--- src/rtl/io_pkg.sv ---
// Shared I/O definitions for the CPU port peripherals: UART FSM states,
// status byte bit positions and port index assignments.
package io_pkg;

    typedef enum logic [1:0] {
        IDLE,
        START,
        DATA,
        STOP
    } uart_state_t;

    // Bit positions inside the status byte returned on the CPU input port
    localparam int STATUS_BUSY  = 0;
    localparam int STATUS_FULL  = 1;
    localparam int STATUS_EMPTY = 2;
    localparam int STATUS_OVF   = 3;

    // Output port carrying TX bytes; port 15 remains the simulation-stop port
    localparam int TX_PORT = 14;

endpackage

--- src/rtl/byte_fifo.sv ---
// Parameterized synchronous FIFO. Pointers carry one extra wrap bit so
// full and empty fall straight out of a pointer compare.
module byte_fifo #(
    parameter int DEPTH = 4,
    parameter int WIDTH = 8
) (
    input  logic             clk,
    input  logic             reset,
    input  logic             push,
    input  logic             pop,
    input  logic [WIDTH-1:0] din,
    output logic [WIDTH-1:0] dout,
    output logic             full,
    output logic             empty
);

    localparam int AW = $clog2(DEPTH);

    logic [WIDTH-1:0] mem [DEPTH];
    logic [AW:0]      wr_ptr;
    logic [AW:0]      rd_ptr;

    logic do_push;
    logic do_pop;

    // Guard against caller misuse so the pointers never cross
    assign do_push = push && !full;
    assign do_pop  = pop && !empty;

    assign empty = (wr_ptr == rd_ptr);
    assign full  = (wr_ptr[AW] != rd_ptr[AW]) &&
                   (wr_ptr[AW-1:0] == rd_ptr[AW-1:0]);
    assign dout  = mem[rd_ptr[AW-1:0]];

    // Storage array; contents need no reset since empty gates every read
    always_ff @(posedge clk) begin
        if (do_push)
            mem[wr_ptr[AW-1:0]] <= din;
    end

    // Pointer update; the extra MSB wraps naturally
    always_ff @(posedge clk or negedge reset) begin
        if (!reset) begin
            wr_ptr <= '0;
            rd_ptr <= '0;
        end else begin
            if (do_push)
                wr_ptr <= wr_ptr + 1'b1;
            if (do_pop)
                rd_ptr <= rd_ptr + 1'b1;
        end
    end

endmodule

--- src/rtl/port_uart_tx.sv ---
// CPU output-port UART transmitter: bytes written to the TX port are
// queued in a small FIFO and shifted out as 8N1 frames, LSB first.
module port_uart_tx
    import io_pkg::*;
#(
    parameter int CLKS_PER_BIT = 16,
    parameter int FIFO_DEPTH   = 4
) (
    input  logic       clk,
    input  logic       reset,
    input  logic       wr_en,
    input  logic [7:0] wr_data,
    input  logic       clr_ovf,
    output logic       tx,
    output logic       busy,
    output logic       full,
    output logic       empty,
    output logic       overflow,
    output logic [7:0] status
);

    localparam int BW = (CLKS_PER_BIT > 1) ? $clog2(CLKS_PER_BIT) : 1;
    localparam logic [BW-1:0] BAUD_LAST = BW'(CLKS_PER_BIT - 1);

    uart_state_t state;
    logic [BW-1:0] baud;
    logic [2:0]    bit_cnt;
    logic [7:0]    shift;

    logic       fifo_push;
    logic       fifo_pop;
    logic [7:0] fifo_dout;

    // Fullness is the pre-pop value, so a pop never rescues a write made while full
    assign fifo_push = wr_en && !full;
    assign fifo_pop  = (state == IDLE) && !empty;

    byte_fifo #(
        .DEPTH (FIFO_DEPTH),
        .WIDTH (8)
    ) u_fifo (
        .clk   (clk),
        .reset (reset),
        .push  (fifo_push),
        .pop   (fifo_pop),
        .din   (wr_data),
        .dout  (fifo_dout),
        .full  (full),
        .empty (empty)
    );

    // Frame sequencer; tx and busy are registered alongside the state
    always_ff @(posedge clk or negedge reset) begin
        if (!reset) begin
            state   <= IDLE;
            tx      <= 1'b1;
            busy    <= 1'b0;
            baud    <= '0;
            bit_cnt <= '0;
            shift   <= '0;
        end else begin
            case (state)
                IDLE: begin
                    baud <= '0;
                    if (!empty) begin
                        shift   <= fifo_dout;
                        bit_cnt <= '0;
                        state   <= START;
                        busy    <= 1'b1;
                        tx      <= 1'b0;
                    end
                end
                START: begin
                    if (baud == BAUD_LAST) begin
                        baud  <= '0;
                        state <= DATA;
                        tx    <= shift[0];
                    end else begin
                        baud <= baud + 1'b1;
                    end
                end
                DATA: begin
                    if (baud == BAUD_LAST) begin
                        baud <= '0;
                        if (bit_cnt == 3'd7) begin
                            state <= STOP;
                            tx    <= 1'b1;
                        end else begin
                            shift   <= shift >> 1;
                            tx      <= shift[1];
                            bit_cnt <= bit_cnt + 3'd1;
                        end
                    end else begin
                        baud <= baud + 1'b1;
                    end
                end
                STOP: begin
                    if (baud == BAUD_LAST) begin
                        baud  <= '0;
                        state <= IDLE;
                        busy  <= 1'b0;
                        tx    <= 1'b1;
                    end else begin
                        baud <= baud + 1'b1;
                    end
                end
                default: begin
                    state <= IDLE;
                    busy  <= 1'b0;
                    tx    <= 1'b1;
                    baud  <= '0;
                end
            endcase
        end
    end

    // Sticky overflow; a dropped write wins over a simultaneous clear
    always_ff @(posedge clk or negedge reset) begin
        if (!reset)
            overflow <= 1'b0;
        else if (wr_en && full)
            overflow <= 1'b1;
        else if (clr_ovf)
            overflow <= 1'b0;
    end

    // Status byte for the CPU input port
    always_comb begin
        status               = '0;
        status[STATUS_BUSY]  = busy;
        status[STATUS_FULL]  = full;
        status[STATUS_EMPTY] = empty;
        status[STATUS_OVF]   = overflow;
    end

endmodule

--- config.mk ---
export PLATFORM = sky130hd
export DESIGN_NAME = port_uart_tx
export DESIGN_NICKNAME = d
export VERILOG_FILES = /design/src/rtl/io_pkg.sv /design/src/rtl/byte_fifo.sv /design/src/rtl/port_uart_tx.sv
export SDC_FILE = /design/constraint.sdc
export NUM_CORES = 1
export LEC_CHECK = 0
export BUFFER_PORTS_ARGS = -buffer_cell sky130_fd_sc_hd__buf_2
export CORE_ASPECT_RATIO = 0.9
export CORE_MARGIN = 2
export CORE_UTILIZATION = 30
export CTS_CLUSTER_DIAMETER = 200
export DETAILED_ROUTE_END_ITERATION = 10
export GPL_ROUTABILITY_DRIVEN = 1
export PLACE_DENSITY = 0.43
export SLEW_MARGIN = 20
export SYNTH_ARGS = -nofsm -noshare
export SYNTH_HDL_FRONTEND = slang
export SYNTH_HIERARCHICAL = 1
export SYNTH_SLANG_ARGS = --single-unit
--- constraint.sdc ---
create_clock -name clk -period 2.7 [get_ports clk]
set_input_delay 0.54 -clock clk [delete_from_list [all_inputs] [get_ports clk]]
set_output_delay 0.54 -clock clk [all_outputs]
set_load 0.02 [all_outputs]
======== Yosys cells after proc, flatten, opt, wreduce, memory -nomap -nowiden ========
Memories as Yosys holds them, arrays and structs flattened.
Index checks and enable logic that the tools add are counted.
storage, ports and cells
  memories ................................ 1
  input bits .............................. 12
  word-level logic and storage cells ...... 74
  bits in registers ....................... 26
  memory bits (writable) .................. 32
operators by class
  reduce and logical (&&, ||, !) cells .... 17
  add/subtract/negate cells ............... 4
  muxes and demuxes ....................... 29
  eq/ne operators ......................... 14
memories
  name        depth  bits a word  read ports  clocked after memory_dff  write ports  RTL line         RTL
  u_fifo.mem  4      8            1           0                         1            byte_fifo.sv:19  logic [WIDTH-1:0] mem [DEPTH];
operators with widths
  kind                                                                   number
  8-bit two-way mux                                                      3
  8-bit one-hot mux with 2 select lines                                  1
  2-bit inequality test, second input constant                           6
  1-bit two-way mux                                                      11
  2-bit two-way mux                                                      5
  3-bit by 1-bit adder with 3-bit output, second input constant          3
  3-bit two-way mux                                                      3
  2-bit one-hot mux with 4 select lines                                  1
  4-bit one-hot mux with 2 select lines                                  1
  4-bit AND reduction                                                    2
  1-bit logical AND                                                      6
  3-bit one-hot mux with 2 select lines                                  1
  2-bit nonzero test                                                     3
  5-bit AND reduction                                                    1
  4-bit by 1-bit adder with 4-bit output, second input constant          1
  2-bit equality test, second input constant                             2
  4-bit equality test, second input constant                             1
  4-bit two-way mux                                                      1
  1-bit one-hot mux with 4 select lines                                  1
  3-bit equality test                                                    1
  3-bit equality test, second input constant                             1
  3-bit AND reduction                                                    1
  3-bit OR reduction                                                     1
  2-bit by 1-bit equality test with 1-bit output, second input constant  1
  5 further kinds                                                        6

======== Longest topological paths before layout ========
  word-level depth ........................ 7
  gate-level depth with buffers ........... 8
  gate-level depth less buffers ........... 7

======== Modules after synthesis ========
The synthesis kept the hierarchy.
modules (own cells, without submodules)
  module        area each (sq um)  seq. area each (sq um)  cells each  times used
  byte_fifo     1695.4             1111.1                  90          1
  port_uart_tx  1163.6             501.7                   121         1

======== Worst setup path after synthesis ========
Ideal clock, no wire load.
  path type ............................... register to register
  start point ............................. reg u_fifo.rd_ptr[0]
  end point ............................... reg shift[0]
  cell stages (with the launch flop) ...... 9
  arrival ................................. 2.410 ns
  required time ........................... 2.606 ns
  path slack .............................. 0.196 ns
  cells stage by stage .................... dfrtp_1 -> buf_6 -> xor2_2 -> nor3_1 -> nand2_1 -> o21ai_1 -> buf_2 -> nor3_1 -> a211oi_1
on the way
  longest elaborated chain between the ends .. 3
  elaborated cells between the ends (all ways) .. 6
RTL lines
  item                             RTL line            RTL
  from (decl)                      byte_fifo.sv:21     logic [AW:0] rd_ptr;
  from (signal assigned)           byte_fifo.sv:50     rd_ptr <= rd_ptr + 1'b1;
  3-bit equality test              byte_fifo.sv:30     assign empty = (wr_ptr == rd_ptr);
  net empty                        port_uart_tx.sv:17  output logic empty,
  2-bit inequality test (no line)  -
  4-bit AND reduction (no line)    -
  to (signal assigned)             port_uart_tx.sv:66  shift <= fifo_dout;
  to (signal assigned)             port_uart_tx.sv:89  shift <= shift >> 1;
  to (decl)                        port_uart_tx.sv:28  logic [7:0] shift;
The timed path passes the listed nets, and every way through them passes these cells. The select of a mux whose other input is x is not followed.
A chain may end at the register's enable or synchronous reset.

======== Worst setup path in the final report ========
  start point ............................. reg u_fifo.wr_ptr[0]
  end point ............................... out status[2]
on the way
  longest elaborated chain between the ends .. 1
RTL lines
  item                    RTL line            RTL
  from (decl)             byte_fifo.sv:20     logic [AW:0] wr_ptr;
  from (signal assigned)  byte_fifo.sv:48     wr_ptr <= wr_ptr + 1'b1;
  3-bit equality test     byte_fifo.sv:30
  to (decl)               port_uart_tx.sv:19  output logic [7:0] status
Every way passes these cells.

==> results.md <==
* WP data arrival at 1.79 ns
* Post-synth ARST share at 44.8%
* Worst-path maximum fanout at 6
* LEAKAGE at 1.29 nW
* Max incr delay on CP at 0.48 ns
* Die area at 10300 um2
* Dpl cells at 347
* Final setup fails at 0
* Cts bufs inserted at 9
* Post-route clock period utilization at 86.4%
* Final std cells w/o fill at 363
* Final ANT Viol Nets at 0
* Syn avg cell area at 13.5 um2
* Worst setup EP type: primary output
* Clock-pin slew on the worst setup and hold paths at 0.07 ns
* Die H at 96.6 um
* Antenna violations before repair at 0
* Final Hold Fails at 0
* Clk_lat worst skew at 0.33 ns
* Area of the multi-input gates at 1110 um2
* First-pass GRT wire length at 9180 um
* CP bufs+invs at 2
* Cells along the critical path: xor2_2, nor3_1, buf_4, buf_2
* Post-synth EDFFs at 32
* Final Max Slew Viols at 0
* Status: finished clean
* Post-synth design cell area at 2860 um2
* Most common cell after layout, fill and taps aside: edfxtp_1
* Commonest cells after routing, fill and taps aside: edfxtp_1, dfrtp_1, buf_2
* Placed Area at 3060 um2
* CP max stage cell: dfrtp_1
* Flop2flop setup slack at 0.53 ns
* Core Footprint at 9210 um2
* Vias in the first global route at 1717
* Routed vias at 1690
* Max Freq at 0.429 GHz
* Largest net degree at the start of global routing at 27
* Pre-antenna DRT Iters at 4
* Worst-Margin Slew at 0.619 ns
* Post-synthesis register bit count at 58
* H-tree depth at 3
* Total power at 0.00399 W
* Sequential cell area at 1610 um2
* Worst VDD drop at 0.588 mV
* CTS tree: done
* Post-Route WL at 5340 um
* CTS sink count at 58
* Root Driver: clkbuf_8
* Relative slew slack at 58.8%
* Hold_buf cts at 0
* Final Worst Setup Slack at 0.368 ns
* Synth unique cells at 46
* Pwr Density at 1230 nW/um2
* Ys flop type: edfxtp_1
* Seq/Total Area, Yosys at 56.4%
* Clock Skew at 0.00628 ns
* Initial Utilization at 31.1%
* Num rows at 33
* Area delta synth->final at 13.9%
* Worst reg2reg path depth at 6
* Pre-CTS setup slack at 0.504 ns
* Initial DRC Count at 59
* Kind of critical path: flip-flop to primary output
* Crit-path leading delay family: flip-flops
* R2R Path End: u_fifo/mem[3][7]$_DFFE_PP_
* Ports at 25
* CTS Buffer Depth at 2
* Final net count at 260
* Layout cell share with drive strength beyond 1 at 22.8%
* Chip width at 107 um
* GRT Resource Usage Total at 11.7%
* Worst EP required at 2.16 ns
* Dpl hpwl at 3740 um
* PostCTS Resize Cnt at 0
* Postcts setup bufs at 0
* Vias per std cell at 4.66
* Maxcap violations at 0
* Setup TNS at 0 ns
* Finished layout cell area at 3260 um2
* GRT overflow at 0
* Drt drc at 0
* Buffers on Ports at 20
* Synthesized instance count at 211
* Yosys warning count at 6
* Critical path launch point type: flip-flop
* Routability cong. at 0.671
* Antenna fix cells at 0
* RSZ-0062 raised after global routing: false
* Tightest Hold Check Type: primary input to async pin
* Worst r2r src: u_fifo/wr_ptr[0]$_DFFE_PN0P_
* Fillers at 925
* Final min period at 2.33 ns
* WL per Instance at 14.7 um
-- metrics by stage --
stage / hold WS [ns] / util, %
6_report: 0.207 / 35.4
2_1_floorplan: 0.244 / -
3_5_place_dp: 0.497 / 33.3
3_3_place_gp: 0.487 / 33.3
5_1_grt: 0.252 / 35.4
4_1_cts: 0.229 / 35.4
-- how the worst max path moves through the flow --
stage	cells past startpoint	start	end
after floorplan	8	u_fifo/rd_ptr[0]$_DFFE_PN0P_	shift[0]$_DFFE_PN0P_
after global placement	6	u_fifo/wr_ptr[0]$_DFFE_PN0P_	u_fifo/mem[3][3]$_DFFE_PP_
after detailed placement	6	u_fifo/wr_ptr[0]$_DFFE_PN0P_	u_fifo/mem[3][4]$_DFFE_PP_
after CTS	4	u_fifo/wr_ptr[0]$_DFFE_PN0P_	empty
after global routing	4	u_fifo/wr_ptr[0]$_DFFE_PN0P_	status[2]
final	4	u_fifo/wr_ptr[0]$_DFFE_PN0P_	status[2]
-- logic make-up (layout without fill, tap and decap cells) --
family	after synthesis	count (layout)	share of synthesized area (%)
multiplexers	9	9	7.75
buffers and inverters	24	51	5.03
AO/OA/AOI/OAI	46	46	12.5
other	1	4	0.131
adder cells (fa/ha/maj)	12	12	5.25
AND/OR/NAND/NOR	51	51	9.06
XOR/XNOR	10	10	3.85
flip-flops	58	58	56.4
-- synth_stat cells, types with 2 or more instances --
library cell	n	area share [%]
a211oi_1	8	2.1
a211oi_2	2	0.88
a21o_1	3	0.79
a21oi_1	5	0.88
a22o_1	3	0.92
a31oi_1	2	0.44
and3_1	3	0.66
buf_4	10	2.6
buf_6	2	0.79
clkbuf_1	3	0.39
dfrtp_1	25	22
edfxtp_1	32	34
ha_1	12	5.3
inv_1	8	1.1
mux4_1	8	7.4
nand2_1	10	1.3
nand2b_1	2	0.44
nand3_1	5	0.88
nand4_1	2	0.44
nor2_1	11	1.4
nor2b_1	3	0.66
nor3_1	10	1.8
o21ai_0	4	0.70
o21ai_1	2	0.35
o22ai_1	7	1.5
o31ai_1	3	0.79
xnor2_1	5	1.5
xor2_1	2	0.61
xor2_2	2	1.1
-- report_power, final --
group          total (W)  internal (W)  switching, W
Clock           0.000775      0.000422      0.000354
Combinational    0.00176      0.000740       0.00102
Sequential       0.00146       0.00124      0.000211
-- sequential cells by signal, indices dropped and copies added, names as in the netlist --
signal / flops
u_fifo/mem: 32
overflow: 1
u_fifo/rd_ptr: 3
shift: 8
u_fifo/wr_ptr: 3
tx: 1
bit_cnt: 3
busy: 1
baud: 4
state: 2
-- cell type report --
cell class                 count  area share, %
clock buffer                   9           3.80
clock inverter                 7           2.15
inverter                       8          0.922
multi-input combinational    132           34.2
sequential                    58           49.5
tap                          122           4.69
timing repair buffer          27           4.69
-- worst reg2reg max path, stage by stage (launching register included) --
cell,delay (ns)
dfrtp_1,0.48
xnor2_2,0.25
nand3_2,0.13
inv_1,0.08
nor2b_1,0.34
nand2_1,0.17
a31oi_4,0.37
-- routing by layer --
| layer | track usage [%] | up-vias | wire (um) |
|---|---|---|---|
| li1 | - | 840 | - |
| met1 | 17.6 | 808 | 2860 |
| met2 | 15.0 | 38 | 2190 |
| met3 | 5.12 | 4 | 232 |
| met4 | 3.30 | 0 | 44 |
| met5 | 0 | - | 0 |
Power figures use the tool's default switching activity.
